`src/rtl/aes_core_requester_pkg.sv`:
```
// Shared types and constants for the AES cipher-core requester slice.
// Encodings match the existing aes_pkg values used by the core wrapper.
package aes_core_requester_pkg;

  typedef enum logic [2:0] {
    IDLE,
    DKG_REQ,
    DKG_WAIT,
    CRYPT_REQ,
    CRYPT_WAIT,
    OUT,
    ERROR
  } req_state_e;

  localparam logic [1:0] CIPH_FWD = 2'b01;
  localparam logic [1:0] CIPH_INV = 2'b10;

  localparam logic [2:0] AES_128 = 3'b001;
  localparam logic [2:0] AES_256 = 3'b100;

  localparam int CTRL_WIDTH       = 6;
  localparam int CTRL_OP_LSB      = 0;
  localparam int CTRL_OP_MSB      = 1;
  localparam int CTRL_CFG_VALID   = 2;
  localparam int CTRL_FORCE_MASKS = 3;
  localparam int CTRL_ALERT_FATAL = 4;
  localparam int CTRL_RESEED      = 5;

  localparam int RES_WIDTH     = 258;
  localparam int RES_ALERT_BIT = 129;
  localparam int LFSR_WIDTH    = 16;

  // AES_192 is not supported by this requester, so it counts as illegal.
  function automatic logic key_len_legal(input logic [2:0] key_len);
    return (key_len == AES_128) || (key_len == AES_256);
  endfunction

endpackage

```
`src/rtl/aes_core_requester_if.sv`:
```
// Endpoint bundle between the requester (master) and the cipher-core wrapper (slave).
interface aes_core_requester_if;
  import aes_core_requester_pkg::*;

  logic                  crypt_valid;
  logic                  crypt_ack;
  logic [127:0]          crypt;
  logic [CTRL_WIDTH-1:0] ctrl;
  logic [7:0][31:0]      key_pack;
  logic [2:0]            key_len;
  logic                  dkg_req_valid;
  logic                  dkg_req_ack;
  logic                  dkg_req;
  logic                  crypt_res_valid;
  logic                  crypt_res_ack;
  logic [RES_WIDTH-1:0]  crypt_res;
  logic                  dkg_res_valid;
  logic                  dkg_res_ack;
  logic                  dkg_res;
  logic                  entr_req_valid;
  logic                  entr_req_ack;
  logic                  entr_res;

  modport master (
    output crypt_valid, crypt, ctrl, key_pack, key_len, dkg_req_valid, dkg_req,
           crypt_res_ack, dkg_res_ack, entr_req_ack, entr_res,
    input  crypt_ack, dkg_req_ack, crypt_res_valid, crypt_res, dkg_res_valid,
           dkg_res, entr_req_valid
  );

  modport slave (
    input  crypt_valid, crypt, ctrl, key_pack, key_len, dkg_req_valid, dkg_req,
           crypt_res_ack, dkg_res_ack, entr_req_ack, entr_res,
    output crypt_ack, dkg_req_ack, crypt_res_valid, crypt_res, dkg_res_valid,
           dkg_res, entr_req_valid
  );

endinterface

```
`src/rtl/aes_core_requester_entropy_lfsr.sv`:
```
// Always-ready entropy responder: acks every request in the same cycle and
// serves LFSR bit 0, stepping the 16-bit Fibonacci LFSR only on a handshake.
module aes_core_requester_entropy_lfsr
  import aes_core_requester_pkg::*;
#(
  parameter logic [LFSR_WIDTH-1:0] Seed = 16'hACE1
) (
  input  logic clk_i,
  input  logic rst_i,
  input  logic req_valid,
  output logic req_ack,
  output logic entr_bit
);

  logic [LFSR_WIDTH-1:0] lfsr;
  logic                  feedback;

  // Taps 16,14,13,11 expressed on a right-shifting register.
  assign feedback = lfsr[0] ^ lfsr[2] ^ lfsr[3] ^ lfsr[5];

  always_ff @(posedge clk_i) begin
    if (rst_i) begin
      lfsr <= Seed;
    end else if (req_valid) begin
      lfsr <= {feedback, lfsr[LFSR_WIDTH-1:1]};
    end
  end

  assign req_ack  = req_valid;
  assign entr_bit = lfsr[0];

endmodule

```
`src/rtl/aes_core_requester.sv`:
```
// Drives the cipher-core endpoints for one block at a time: optional decryption
// key generation, crypt request, result capture and hand-off on the output stream.
module aes_core_requester
  import aes_core_requester_pkg::*;
#(
  parameter int                    TimeoutCycles = 256,
  parameter int                    CntWidth      = 32,
  parameter logic [LFSR_WIDTH-1:0] LfsrSeed      = 16'hACE1
) (
  input  logic                clk_i,
  input  logic                rst_i,
  input  logic                key_we_i,
  input  logic [7:0][31:0]    key_i,
  input  logic [2:0]          key_len_i,
  output logic                cfg_ready_o,
  input  logic                blk_valid_i,
  output logic                blk_ready_o,
  input  logic [127:0]        blk_data_i,
  input  logic [1:0]          blk_op_i,
  output logic                res_valid_o,
  input  logic                res_ready_i,
  output logic [127:0]        res_data_o,
  input  logic                alert_fatal_i,
  output logic                err_o,
  output logic [CntWidth-1:0] blk_cnt_o,
  aes_core_requester_if.master core
);

  localparam int TmoWidth = $clog2(TimeoutCycles + 1);

  req_state_e            state;
  logic [7:0][31:0]      key_reg;
  logic [2:0]            key_len_reg;
  logic                  key_loaded;
  logic                  dkg_done;
  logic [127:0]          data_reg;
  logic [1:0]            op_reg;
  logic [127:0]          res_data;
  logic [CntWidth-1:0]   blk_cnt;
  logic [TmoWidth-1:0]   tmo_cnt;
  logic                  tmo_hit;
  logic [CTRL_WIDTH-1:0] ctrl;
  logic                  unused_res_bits;

  assign tmo_hit = (tmo_cnt == TmoWidth'(TimeoutCycles - 1));

  // Every wait state restarts the timeout counter on entry; ERROR only exits via reset.
  always_ff @(posedge clk_i) begin
    if (rst_i) begin
      state       <= IDLE;
      key_reg     <= '0;
      key_len_reg <= '0;
      key_loaded  <= 1'b0;
      dkg_done    <= 1'b0;
      data_reg    <= '0;
      op_reg      <= '0;
      res_data    <= '0;
      blk_cnt     <= '0;
      tmo_cnt     <= '0;
    end else begin
      case (state)
        IDLE: begin
          if (key_we_i) begin
            key_reg     <= key_i;
            key_len_reg <= key_len_i;
            key_loaded  <= 1'b1;
            dkg_done    <= 1'b0;
            if (!key_len_legal(key_len_i)) state <= ERROR;
          end else if (blk_valid_i && blk_ready_o) begin
            data_reg <= blk_data_i;
            op_reg   <= blk_op_i;
            tmo_cnt  <= '0;
            state    <= (blk_op_i == CIPH_INV && !dkg_done) ? DKG_REQ : CRYPT_REQ;
          end
        end
        DKG_REQ: begin
          if (core.dkg_req_ack) begin
            tmo_cnt <= '0;
            state   <= DKG_WAIT;
          end else if (tmo_hit) state <= ERROR;
          else tmo_cnt <= tmo_cnt + TmoWidth'(1);
        end
        DKG_WAIT: begin
          if (core.dkg_res_valid) begin
            tmo_cnt <= '0;
            if (core.dkg_res) begin
              state <= ERROR;
            end else begin
              dkg_done <= 1'b1;
              state    <= CRYPT_REQ;
            end
          end else if (tmo_hit) state <= ERROR;
          else tmo_cnt <= tmo_cnt + TmoWidth'(1);
        end
        CRYPT_REQ: begin
          if (core.crypt_ack) begin
            tmo_cnt <= '0;
            state   <= CRYPT_WAIT;
          end else if (tmo_hit) state <= ERROR;
          else tmo_cnt <= tmo_cnt + TmoWidth'(1);
        end
        CRYPT_WAIT: begin
          // An alerted result still counts as a completed block.
          if (core.crypt_res_valid) begin
            res_data <= core.crypt_res[127:0];
            blk_cnt  <= blk_cnt + CntWidth'(1);
            state    <= core.crypt_res[RES_ALERT_BIT] ? ERROR : OUT;
          end else if (tmo_hit) state <= ERROR;
          else tmo_cnt <= tmo_cnt + TmoWidth'(1);
        end
        OUT: begin
          if (res_ready_i) state <= IDLE;
        end
        ERROR:   state <= ERROR;
        default: state <= ERROR;
      endcase
    end
  end

  always_comb begin
    ctrl                              = '0;
    ctrl[CTRL_OP_MSB:CTRL_OP_LSB]     = op_reg;
    ctrl[CTRL_CFG_VALID]              = key_loaded;
    ctrl[CTRL_FORCE_MASKS]            = 1'b0;
    ctrl[CTRL_ALERT_FATAL]            = alert_fatal_i;
    ctrl[CTRL_RESEED]                 = 1'b0;
  end

  // A key write in the same cycle wins, so the block must not see ready.
  assign cfg_ready_o = (state == IDLE);
  assign blk_ready_o = (state == IDLE) && key_loaded && !key_we_i;
  assign res_valid_o = (state == OUT);
  assign res_data_o  = res_data;
  assign err_o       = (state == ERROR);
  assign blk_cnt_o   = blk_cnt;

  assign core.crypt_valid   = (state == CRYPT_REQ);
  assign core.crypt         = data_reg;
  assign core.ctrl          = ctrl;
  assign core.key_pack      = key_reg;
  assign core.key_len       = key_len_reg;
  assign core.dkg_req_valid = (state == DKG_REQ);
  assign core.dkg_req       = 1'b1;
  assign core.crypt_res_ack = (state == CRYPT_WAIT);
  assign core.dkg_res_ack   = (state == DKG_WAIT);

  assign unused_res_bits = ^{core.crypt_res[RES_WIDTH-1:RES_ALERT_BIT+1], core.crypt_res[128]};

  aes_core_requester_entropy_lfsr #(
    .Seed(LfsrSeed)
  ) u_entropy (
    .clk_i    (clk_i),
    .rst_i    (rst_i),
    .req_valid(core.entr_req_valid),
    .req_ack  (core.entr_req_ack),
    .entr_bit (core.entr_res)
  );

endmodule

```
`src/flat_wrapper.sv`:
```
// flat-port wrapper written by rule: the top's interface ports become plain ports
module aes_core_requester_flat import aes_core_requester_pkg::*;
#(
  parameter int                    TimeoutCycles = 256,
  parameter int                    CntWidth      = 32,
  parameter logic [LFSR_WIDTH-1:0] LfsrSeed      = 16'hACE1
)
  (clk_i, rst_i, key_we_i, key_i, key_len_i, cfg_ready_o, blk_valid_i, blk_ready_o, blk_data_i, blk_op_i, res_valid_o, res_ready_i, res_data_o, alert_fatal_i, err_o, blk_cnt_o, core_crypt_valid, core_crypt, core_ctrl, core_key_pack, core_key_len, core_dkg_req_valid, core_dkg_req, core_crypt_res_ack, core_dkg_res_ack, core_entr_req_ack, core_entr_res, core_crypt_ack, core_dkg_req_ack, core_crypt_res_valid, core_crypt_res, core_dkg_res_valid, core_dkg_res, core_entr_req_valid);
  aes_core_requester_if core_i ();
  input  logic clk_i;
  input  logic rst_i;
  input  logic key_we_i;
  input  logic [7:0][31:0] key_i;
  input  logic [2:0] key_len_i;
  output logic cfg_ready_o;
  input  logic blk_valid_i;
  output logic blk_ready_o;
  input  logic [127:0] blk_data_i;
  input  logic [1:0] blk_op_i;
  output logic res_valid_o;
  input  logic res_ready_i;
  output logic [127:0] res_data_o;
  input  logic alert_fatal_i;
  output logic err_o;
  output logic [CntWidth-1:0] blk_cnt_o;
  output wire logic [$bits(core_i.crypt_valid)-1:0] core_crypt_valid;
  output wire logic [$bits(core_i.crypt)-1:0] core_crypt;
  output wire logic [$bits(core_i.ctrl)-1:0] core_ctrl;
  output wire logic [$bits(core_i.key_pack)-1:0] core_key_pack;
  output wire logic [$bits(core_i.key_len)-1:0] core_key_len;
  output wire logic [$bits(core_i.dkg_req_valid)-1:0] core_dkg_req_valid;
  output wire logic [$bits(core_i.dkg_req)-1:0] core_dkg_req;
  output wire logic [$bits(core_i.crypt_res_ack)-1:0] core_crypt_res_ack;
  output wire logic [$bits(core_i.dkg_res_ack)-1:0] core_dkg_res_ack;
  output wire logic [$bits(core_i.entr_req_ack)-1:0] core_entr_req_ack;
  output wire logic [$bits(core_i.entr_res)-1:0] core_entr_res;
  input wire logic [$bits(core_i.crypt_ack)-1:0] core_crypt_ack;
  input wire logic [$bits(core_i.dkg_req_ack)-1:0] core_dkg_req_ack;
  input wire logic [$bits(core_i.crypt_res_valid)-1:0] core_crypt_res_valid;
  input wire logic [$bits(core_i.crypt_res)-1:0] core_crypt_res;
  input wire logic [$bits(core_i.dkg_res_valid)-1:0] core_dkg_res_valid;
  input wire logic [$bits(core_i.dkg_res)-1:0] core_dkg_res;
  input wire logic [$bits(core_i.entr_req_valid)-1:0] core_entr_req_valid;
  assign core_crypt_valid = core_i.crypt_valid;
  assign core_crypt = core_i.crypt;
  assign core_ctrl = core_i.ctrl;
  assign core_key_pack = core_i.key_pack;
  assign core_key_len = core_i.key_len;
  assign core_dkg_req_valid = core_i.dkg_req_valid;
  assign core_dkg_req = core_i.dkg_req;
  assign core_crypt_res_ack = core_i.crypt_res_ack;
  assign core_dkg_res_ack = core_i.dkg_res_ack;
  assign core_entr_req_ack = core_i.entr_req_ack;
  assign core_entr_res = core_i.entr_res;
  assign core_i.crypt_ack = core_crypt_ack;
  assign core_i.dkg_req_ack = core_dkg_req_ack;
  assign core_i.crypt_res_valid = core_crypt_res_valid;
  assign core_i.crypt_res = core_crypt_res;
  assign core_i.dkg_res_valid = core_dkg_res_valid;
  assign core_i.dkg_res = core_dkg_res;
  assign core_i.entr_req_valid = core_entr_req_valid;
  aes_core_requester #(.TimeoutCycles(TimeoutCycles), .CntWidth(CntWidth), .LfsrSeed(LfsrSeed)) u_core (.clk_i(clk_i), .rst_i(rst_i), .key_we_i(key_we_i), .key_i(key_i), .key_len_i(key_len_i), .cfg_ready_o(cfg_ready_o), .blk_valid_i(blk_valid_i), .blk_ready_o(blk_ready_o), .blk_data_i(blk_data_i), .blk_op_i(blk_op_i), .res_valid_o(res_valid_o), .res_ready_i(res_ready_i), .res_data_o(res_data_o), .alert_fatal_i(alert_fatal_i), .err_o(err_o), .blk_cnt_o(blk_cnt_o), .core(core_i));
endmodule
```
`config.mk`:
```
export PLATFORM = sky130hd
export DESIGN_NAME = aes_core_requester_flat
export DESIGN_NICKNAME = d
export VERILOG_FILES = /design/src/rtl/aes_core_requester_pkg.sv /design/src/rtl/aes_core_requester_if.sv /design/src/rtl/aes_core_requester_entropy_lfsr.sv /design/src/rtl/aes_core_requester.sv /design/src/flat_wrapper.sv
export SDC_FILE = /design/constraint.sdc
export NUM_CORES = 1
export LEC_CHECK = 0
export CORE_AREA = 2 2 477 479
export DETAILED_ROUTE_END_ITERATION = 7
export DIE_AREA = 0 0 479 481
export PLACE_DENSITY = 0.3
export SYNTH_ARGS = -nofsm -noshare
export SYNTH_HDL_FRONTEND = slang
export SYNTH_HIERARCHICAL = 1
export SYNTH_SLANG_ARGS = --single-unit
```
`constraint.sdc`:
```
create_clock -name clk_i -period 2.25 [get_ports clk_i]
set_input_delay 0.5625 -clock clk_i [delete_from_list [all_inputs] [get_ports clk_i]]
set_output_delay 0.5625 -clock clk_i [all_outputs]
set_load 0.01 [all_outputs]
```
; Yosys cells after proc, flatten, opt, wreduce, memory -nomap -nowiden
; Index checks and enable logic that the tools add are counted.
[op_classes]
addsub = 2
n_eq_ne = 19
n_mux = 25
n_bitwise = 4
n_reduce_logical = 16
[op_table]
columns = op, count
row1 = two-way mux 9 bit, 7
row2 = case mux 9 bit (5 select lines), 1
row3 = adder 32 x 1 -> 32 bit (second input constant), 1
row4 = two-way mux 3 bit, 10
row5 = case mux 3 bit (6 select lines), 1
row6 = == test 3 bit (second input constant), 4
row7 = adder 9 x 1 -> 9 bit (second input constant), 1
row8 = == test 9 x 8 -> 1 bit (second input constant), 1
row9 = inequality test 2 bit (second input constant), 4
row10 = AND reduction 4 bit, 2
row11 = == test 3 x 1 -> 1 bit (second input constant), 2
row12 = == test 3 x 2 -> 1 bit (second input constant), 2
row13 = inequality test 2 x 1 -> 1 bit (second input constant), 3
row14 = AND reduction 3 bit, 2
row15 = nonzero test 5 bit, 1
row16 = logical AND 1 bit, 4
row17 = two-way mux 2 bit, 2
row18 = AND reduction 2 bit, 2
row19 = logical NOT 3 bit, 1
row20 = two-way mux 1 bit, 3
row21 = inequality test 3 x 2 -> 1 bit (second input constant), 1
row22 = inequality test 3 bit (second input constant), 1
row23 = XOR 1 bit, 3
row24 = == test 2 bit (second input constant), 1
row25 = other kinds (5), 6
[totals]
regBits = 579
input_bits = 659
output_inout_bits = 564

; Logic depth before layout (Yosys ltp)
; Gate-level depths: netlist of run 1.
[depth]
word_depth = 7
depth_mapped = 9
depth_no_buf = 5

; By module
; Netlist of run 1, hierarchy kept.
[modules_own_cells]
columns = mod, n_inst, cells_per_inst, area_per_inst_um2
row1 = aes_core_requester, 1, 2558, 20039.2
row2 = aes_core_requester_entropy_lfsr, 1, 56, 606.8

; Worst setup path before layout of run 1
; OpenSTA, ideal clock, no wires.
[synth_timing]
path_kind = reg2reg
from = register u_core.blk_cnt[10], in the netlist u_core/blk_cnt_o[10]
to = register u_core.blk_cnt[31], in the netlist u_core/blk_cnt_o[31]
arrival_time_ps = 1874
path_slack_ps = 305
stages_incl_launch_ff = 6
cell_sequence = dfxtp_1 > nand4_2 > or4_1 > buf_2 > or4_1 > a21oi_1
[synth_between]
elab_chain_len = 1
[synth_lines]
columns = element, line
row1 = "start, declared", aes_core_requester.sv:39  ; logic [CntWidth-1:0] blk_cnt;
row2 = "start signal, assigned", aes_core_requester.sv:106  ; blk_cnt <= blk_cnt + CntWidth'(1);
row3 = adder 32 x 1 -> 32 bit, aes_core_requester.sv:106
; No other way between the ends.
; A chain may end at the register's enable or synchronous reset.

; Final worst setup path of run 1
[layout_timing]
from = register u_core.state[2]
to = output port blk_ready_o
[layout_between]
elab_chain_len = 3
[layout_lines]
columns = element, line
row1 = "start, declared", aes_core_requester.sv:31  ; req_state_e state;
row2 = "start signal, assigned", aes_core_requester.sv:73  ; state <= (blk_op_i == CIPH_INV && !dkg_done) ? DKG_REQ : CRYPT_REQ;
row3 = "start signal, assigned", aes_core_requester.sv:107  ; state <= core.crypt_res[RES_ALERT_BIT] ? ERROR : OUT;
row4 = logical NOT 3 bit, aes_core_requester.sv:131  ; assign blk_ready_o = (state == IDLE) && key_loaded && !key_we_i;
row5 = logical AND 1 bit (2 in series), aes_core_requester.sv:131
row6 = "end, declared", flat_wrapper.sv:17  ; output logic blk_ready_o;
; No other way between the ends.

==> run summary, run 1 <==
status - finished with violations
failing checks - negative setup slack
Post-synth EDFFs - 0
CP Buf/Inv Count - 1
drt pass-1 iters - 5
hold_sp - rst_i
layout cells sized above 1 - 8.98%
H-tree depth - 3
Mapped Area - 20600 um^2
switching part of the total - 33.5%
Final setup viols - 4
Clk pwr share - 36.8%
predominant post-synthesis flop cell - dfxtp_1
worst r2r src - u_core/blk_cnt_o[12]$_SDFFE_PP0P_
CTS max path bufs - 3
Flop pwr share - 33.0%
DRC errors left - 0
XOR/XNOR share of the synthesized area - 0.551%
Area contributors post-synth - dfxtp_1, nand2_1, a21oi_1
Yosys top cell by area - dfxtp_1
Compound-Gate Fraction of Synth Area - 15.1%
IO Count - 1223
max-cap violations - 0
Post-Synth Adder-Cell Area - 0.121%
Distinct cells, synth - 54
hold crit path type - input port to flip-flop
worst hold endpoint - u_core/blk_cnt_o[14]$_SDFFE_PP0P_
crit-path max FO - 2
Ys Warns - 6
measured slew at the worst slew-check pin - 537 ps
placed cell count - 6672
Port Buf Inserts - 1088
Cell Pwr Density - 971 nW/um^2
CP Cell Sequence - or3_4 -> nor3b_2 -> buf_4
max FFs per register - 256
most common cell in the netlist - nand2_1
nets - 4429
Crit path required time - 1690 ps
Final Hold Fails - 0
total clock buffers created by CTS - 86
initial antenna violation count - 55
Crit path max-delay family - simple AND/OR/NAND/NOR gates
GR Util All Layers - 12.0%
R2R depth - 4
Finished Layout Cells - 6848
starting density of the core - 9.15%
Synth top area share - 56.1%
final wirelength - 144000 um
Post-CTS Hold Fix Bufs - 0
global-route wire length before repair - 192000 um
Critical Path AT - 1760 ps
total power - 37.8 mW
r2r endpoint - u_core/blk_cnt_o[30]$_SDFFE_PP0P_
Gate power share - 30.2%
Slew HR - 64.3%
internal power - 25.1 mW
CTS tree - done
Avg Cell Area, Syn - 7.90 um^2
Final WS setup - -75.0 ps
top cells by count, synth - nand2_1, dfxtp_1, a21oi_1
Yosys reg bits - 579
1st-iter DRT viols - 1082
die height - 481 um
clk root buf - clkbuf_16
ys async rst share - 0%
leak pwr - 15.1 nW
Avg WL per Cell - 21.0 um
final core occ - 17.2%
largest net degree at the start of global routing - 77
Switching Power - 12.7 mW
Hold Worst Slack - 200 ps
antenna viol nets, final - 0
# rows - 175
via/cell ratio - 3.27
synthesis-to-finish area growth - 88.6%
Crit Path Class - flip-flop to output port
cells after synthesis - 2614
Critical-path top delay cell - or3_4
R2R Setup Slk - 130 ps
worst vdd ir - 0.000597 V
die area - 230000 um^2
Core Box Area - 226000 um^2
startpoint types - flip-flop
Worst Setup End Kind - output port
clk_skew - 27.6 ps
GRT overflow - 0
Clock Pin Slew Worst Setup and Hold Paths - 60 ps
Tmin final - 2330 ps
total number of vias - 22400
final number of max-transition violations - 0
die width - 479 um
fin crit share - 103%
dpl hpwl - 116000 um
worst skew pair latency - 710 ps
DP Worst Slack - -555 ps
f_max - 0.430 GHz
vias in the first global route - 22500
gpl congestion - 0.786
TritonCTS Sinks - 579
largest family of logic cells by synthesized area - simple AND/OR/NAND/NOR gates
sequential-to-total area share from yosys stat - 56.1%
mux cell area share after synthesis - 0.727%
crit-path max cell delay - 400 ps
area share of and/or/nand/nor cells after synthesis - 23.0%
RSZ-0062 raised after global routing - true
hold path depth - 2
stage by stage:
step | cell area (um^2) | TNS, ps
final | 38900 | -150
after global routing | 38900 | -643
after CTS | 38900 | -806
after detailed placement | 36400 | -138520
after global placement | 36400 | -139630
after floorplan | 20600 | 0
worst max path at each step:
stage / from / endpoint / slack [ps] / depth (start not counted)
after floorplan: u_core/blk_cnt_o[10]$_SDFFE_PP0P_ / u_core/blk_cnt_o[31]$_SDFFE_PP0P_ / 310 / 5
after global placement: key_we_i / blk_ready_o / -570 / 4
after detailed placement: key_we_i / blk_ready_o / -560 / 4
after CTS: u_core/state[2]$_SDFFE_PP0P_ / blk_ready_o / -200 / 3
after global routing: u_core/state[2]$_SDFFE_PP0P_ / blk_ready_o / -200 / 3
final: u_core/state[2]$_SDFFE_PP0P_ / blk_ready_o / -80 / 3
layer usage:
layer	wire length [um]	GRT usage, %	vias up	part of all wire [%]
met3	18400	6.69	181	13
met2	65400	19.4	914	45
met1	56900	13.5	10400	40
met5	275	0	-	0.19
met4	3100	3.32	42	2.2
li1	-	-	10900	-
cell usage in the layout, fill, tap and decap left out, types with 5 or more instances in the layout:
cell type        netlist  routed
and2_1                 8       6
buf_6                  1      13
nand4_1               14      14
inv_1                  9       9
a21oi_1              549     549
buf_4                  6     116
mux2i_1               15      15
o31ai_1               19      19
dfxtp_1              579     575
clkinv_2               0       9
clkbuf_16              0      88
or4_1                 17      16
clkbuf_1             149      28
diode_2                0      10
clkdlybuf4s15_1        0       7
xnor2_1                6       6
nand2_1             1066    1062
nor2_1                32      30
clkinvlp_4             0       5
and3_1                 6       6
bufinv_16              0       8
buf_12                 0      56
clkdlybuf4s50_1        0     651
o21ai_0               19      19
dlygate4sd2_1          0     410
nand3_1                9       9
clkbuf_8               0       5
xor2_1                 7       7
or3_1                 13      12
logic make-up after synthesis:
logic type,Yosys count
and+or+nand+nor,1190
AOI/OAI and AO/OA,604
DFF,579
buffers and inverters,209
muxes,15
xor gates and xnor gates,13
adders and majority gates,2
other,2
area by class of cell:
cell class	instances	area [um^2]
fill	25600	187000
timing repair buffer	1264	12400
sequential	579	11600
multi-input combinational	1827	8280
tap	3009	3760
clock buffer	121	2380
clock inverter	28	427
inverter	10	40.0
antenna	10	25.0
power groups by stage:
stage / clock network, mW / registers (mW) / logic [mW]
floorplan: 0 / 13.3 / 3.57
global placement: 0 / 12.7 / 12.2
detailed placement: 0 / 12.7 / 12.1
CTS: 14.7 / 12.5 / 11.8
global route: 15.0 / 12.7 / 12.5
finish: 13.9 / 12.5 / 11.4
timing repair:
action / 4_1_cts / 5_1_grt
gates resized for setup: 496 / 11
buffers inserted: 15 / 2
setup endpoints to repair: 430 / 14
gates cloned: 0 / 0
endpoints found under the hold margin: 0 / 0
pin swaps: 2 / 4
(Power assumes the default switching activity.)
==> inputs of run 2 (changes only) <==
--- a/config.mk
+++ b/config.mk
@@ -5,6 +5,7 @@
 export SDC_FILE = /design/constraint.sdc
 export NUM_CORES = 1
 export LEC_CHECK = 0
+export CAP_MARGIN = 30
 export CORE_AREA = 2 2 477 479
 export DETAILED_ROUTE_END_ITERATION = 7
 export DIE_AREA = 0 0 479 481
==> results of run 2 <==
Same layout as run 1: the final DEF is identical, and so are final timing and power.
==> inputs of run 3 (changes only) <==
--- a/config.mk
+++ b/config.mk
@@ -9,6 +9,7 @@
 export CORE_AREA = 2 2 477 479
 export DETAILED_ROUTE_END_ITERATION = 7
 export DIE_AREA = 0 0 479 481
+export MAX_ROUTING_LAYER = met4
 export PLACE_DENSITY = 0.3
 export SYNTH_ARGS = -nofsm -noshare
 export SYNTH_HDL_FRONTEND = slang
==> run summary, run 3 (synthesized netlist as in run 1, its figures left out) <==
global-route wire length before repair - 192000 um (-0.20%)
nets - 4429 (unchanged)
most common cell after layout, fill and taps aside - nand2_1
measured slew at the worst slew-check pin - 537 ps (-0.611 ps)
failing checks - negative setup slack
DP Worst Slack - -555 ps (unchanged)
gpl congestion - 0.797 (+1.4%)
# rows - 175 (unchanged)
antenna viol nets, final - 0 (unchanged)
CP Buf/Inv Count - 1 (unchanged)
total clock buffers created by CTS - 86 (unchanged)
Crit Path Class - flip-flop to output port
1st-iter DRT viols - 973 (-10%)
GR Util All Layers - 12.4% (+0.35 points)
initial antenna violation count - 55 (unchanged)
layout cells sized above 1 - 8.98% (unchanged)
leak pwr - 15.1 nW (about the same)
f_max - 0.430 GHz (about the same)
startpoint types - flip-flop
crit path launch - u_core/state[2]$_SDFFE_PP0P_
max-cap violations - 0 (unchanged)
largest net degree at the start of global routing - 77 (unchanged)
worst vdd ir - 0.000606 V (+1.6%)
die height - 481 um (unchanged)
die width - 479 um (unchanged)
fillcell total - 25600 (-0.020%)
hold crit path type - input port to flip-flop
worst skew pair latency - 710 ps (about the same)
synthesis-to-finish area growth - 88.8%
DRC errors left - 0 (unchanged)
Avg WL per Cell - 21.0 um (-0.30%)
Critical-path top delay cell - or3_4
Clock Pin Slew Worst Setup and Hold Paths - 60 ps (about the same)
Port Buf Inserts - 1088 (unchanged)
dpl hpwl - 116000 um (unchanged)
Slew HR - 64.4% (about the same)
fin crit share - 103% (about the same)
commonest cells after routing, fill and taps aside - nand2_1, clkdlybuf4s50_1, dfxtp_1, a21oi_1, dlygate4sd2_1
die area - 230000 um^2 (unchanged)
switching part of the total - 33.5% (about the same)
hold_sp - rst_i
Crit path required time - 1690 ps (about the same)
crit-path max cell delay - 400 ps (about the same)
CP Cell Sequence - or3_4 -> nor3b_2 -> buf_4
TritonCTS Sinks - 579 (unchanged)
max FFs per register - 256 (unchanged)
Critical Path AT - 1760 ps (about the same)
R2R Setup Slk - 140 ps (about the same)
final core occ - 17.3% (+0.022 points)
Final setup viols - 4 (unchanged)
Final Hold Fails - 0 (unchanged)
CTS tree - done
vias in the first global route - 22600 (+0.49%)
final number of max-transition violations - 0 (unchanged)
Final WS setup - -74.9 ps (+0.109 ps)
Worst Setup End Kind - output port
via/cell ratio - 3.27 (about the same)
total number of vias - 22500 (+0.19%)
drt pass-1 iters - 5 (unchanged)
status - finished with violations
internal power - 25.1 mW (about the same)
clk_skew - 30.8 ps (+3.25 ps)
worst r2r src - u_core/blk_cnt_o[16]$_SDFFE_PP0P_
Flop pwr share - 33.0% (about the same)
GRT overflow - 0 (unchanged)
hold path depth - 2 (unchanged)
total power - 37.8 mW (about the same)
Clk pwr share - 36.8% (about the same)
final wirelength - 144000 um (about the same)
Cell Pwr Density - 970 nW/um^2 (-0.13%)
Crit path max-delay family - simple AND/OR/NAND/NOR gates
Core Box Area - 226000 um^2 (unchanged)
r2r endpoint - u_core/blk_cnt_o[30]$_SDFFE_PP0P_
crit-path max FO - 2 (unchanged)
H-tree depth - 3 (unchanged)
worst hold endpoint - u_core/blk_cnt_o[14]$_SDFFE_PP0P_
Gate power share - 30.2% (about the same)
starting density of the core - 9.15% (unchanged)
Hold Worst Slack - 194 ps (-5.86 ps)
RSZ-0062 raised after global routing - true
R2R depth - 4 (unchanged)
Switching Power - 12.7 mW (about the same)
CTS max path bufs - 3 (unchanged)
clk root buf - clkbuf_16
Tmin final - 2320 ps (-0.109 ps)
IO Count - 1223 (unchanged)
run 3: cell types whose count changed in the layout (fill, tap and decap cells not counted):
cell,delta
diode_2,+20
run 3: how the worst max path moves through the flow:
stage,to,cells after the start
finish,blk_ready_o,3
global route,blk_ready_o,3
CTS,blk_ready_o,3
detailed placement,blk_ready_o,4
global placement,blk_ready_o,4
floorplan,u_core/blk_cnt_o[31]$_SDFFE_PP0P_,5
run 3: layout make-up:
type | count | area, um^2 | share of cell area (%)
well taps | 3009 | 3760 | 9.66
diodes | 30 | 75.1 | 0.193
inverters | 10 | 40.0 | 0.103
repair buffers | 1264 | 12400 | 31.9
multi-input cells | 1827 | 8280 | 21.2
clock inverters | 28 | 427 | 1.09
flip-flops and latches | 579 | 11600 | 29.7
clock buffers | 121 | 2380 | 6.10
run 3: through the flow:
stage                     setup TNS, ps  cells  cell area (um^2)
after floorplan                       0   2615             20600
final                              -141   6868             39000
after global placement          -139630   6672             36400
after global routing               -643   6867             39000
after CTS                          -806   6836             38900
after detailed placement        -138520   6672             36400
run 3: repair_timing:
item,CTS,global route
setup buffers,15,2
gates resized for setup,496,11
endpoints found under the setup margin,430,13
pin swaps,2,4
gates cloned,0,0
hold buffers,0,0
run 3: power by group through the flow:
stage / sequential, mW / clock, mW / combinational, mW
after floorplan: 13.3 / 0 / 3.57
after global placement: 12.7 / 0 / 12.2
after detailed placement: 12.7 / 0 / 12.1
after CTS: 12.5 / 14.7 / 11.8
after global routing: 12.7 / 15.0 / 12.5
final: 12.5 / 13.9 / 11.4
run 3: layer usage:
layer  routed length (um)  part of all wire, %  global-route usage, %
met5                    0                    0                      -
met4                 2960                  2.1                   3.24
met3                17400                   12                   6.27
met2                65600                   46                   19.4
met1                58100                   40                   13.7
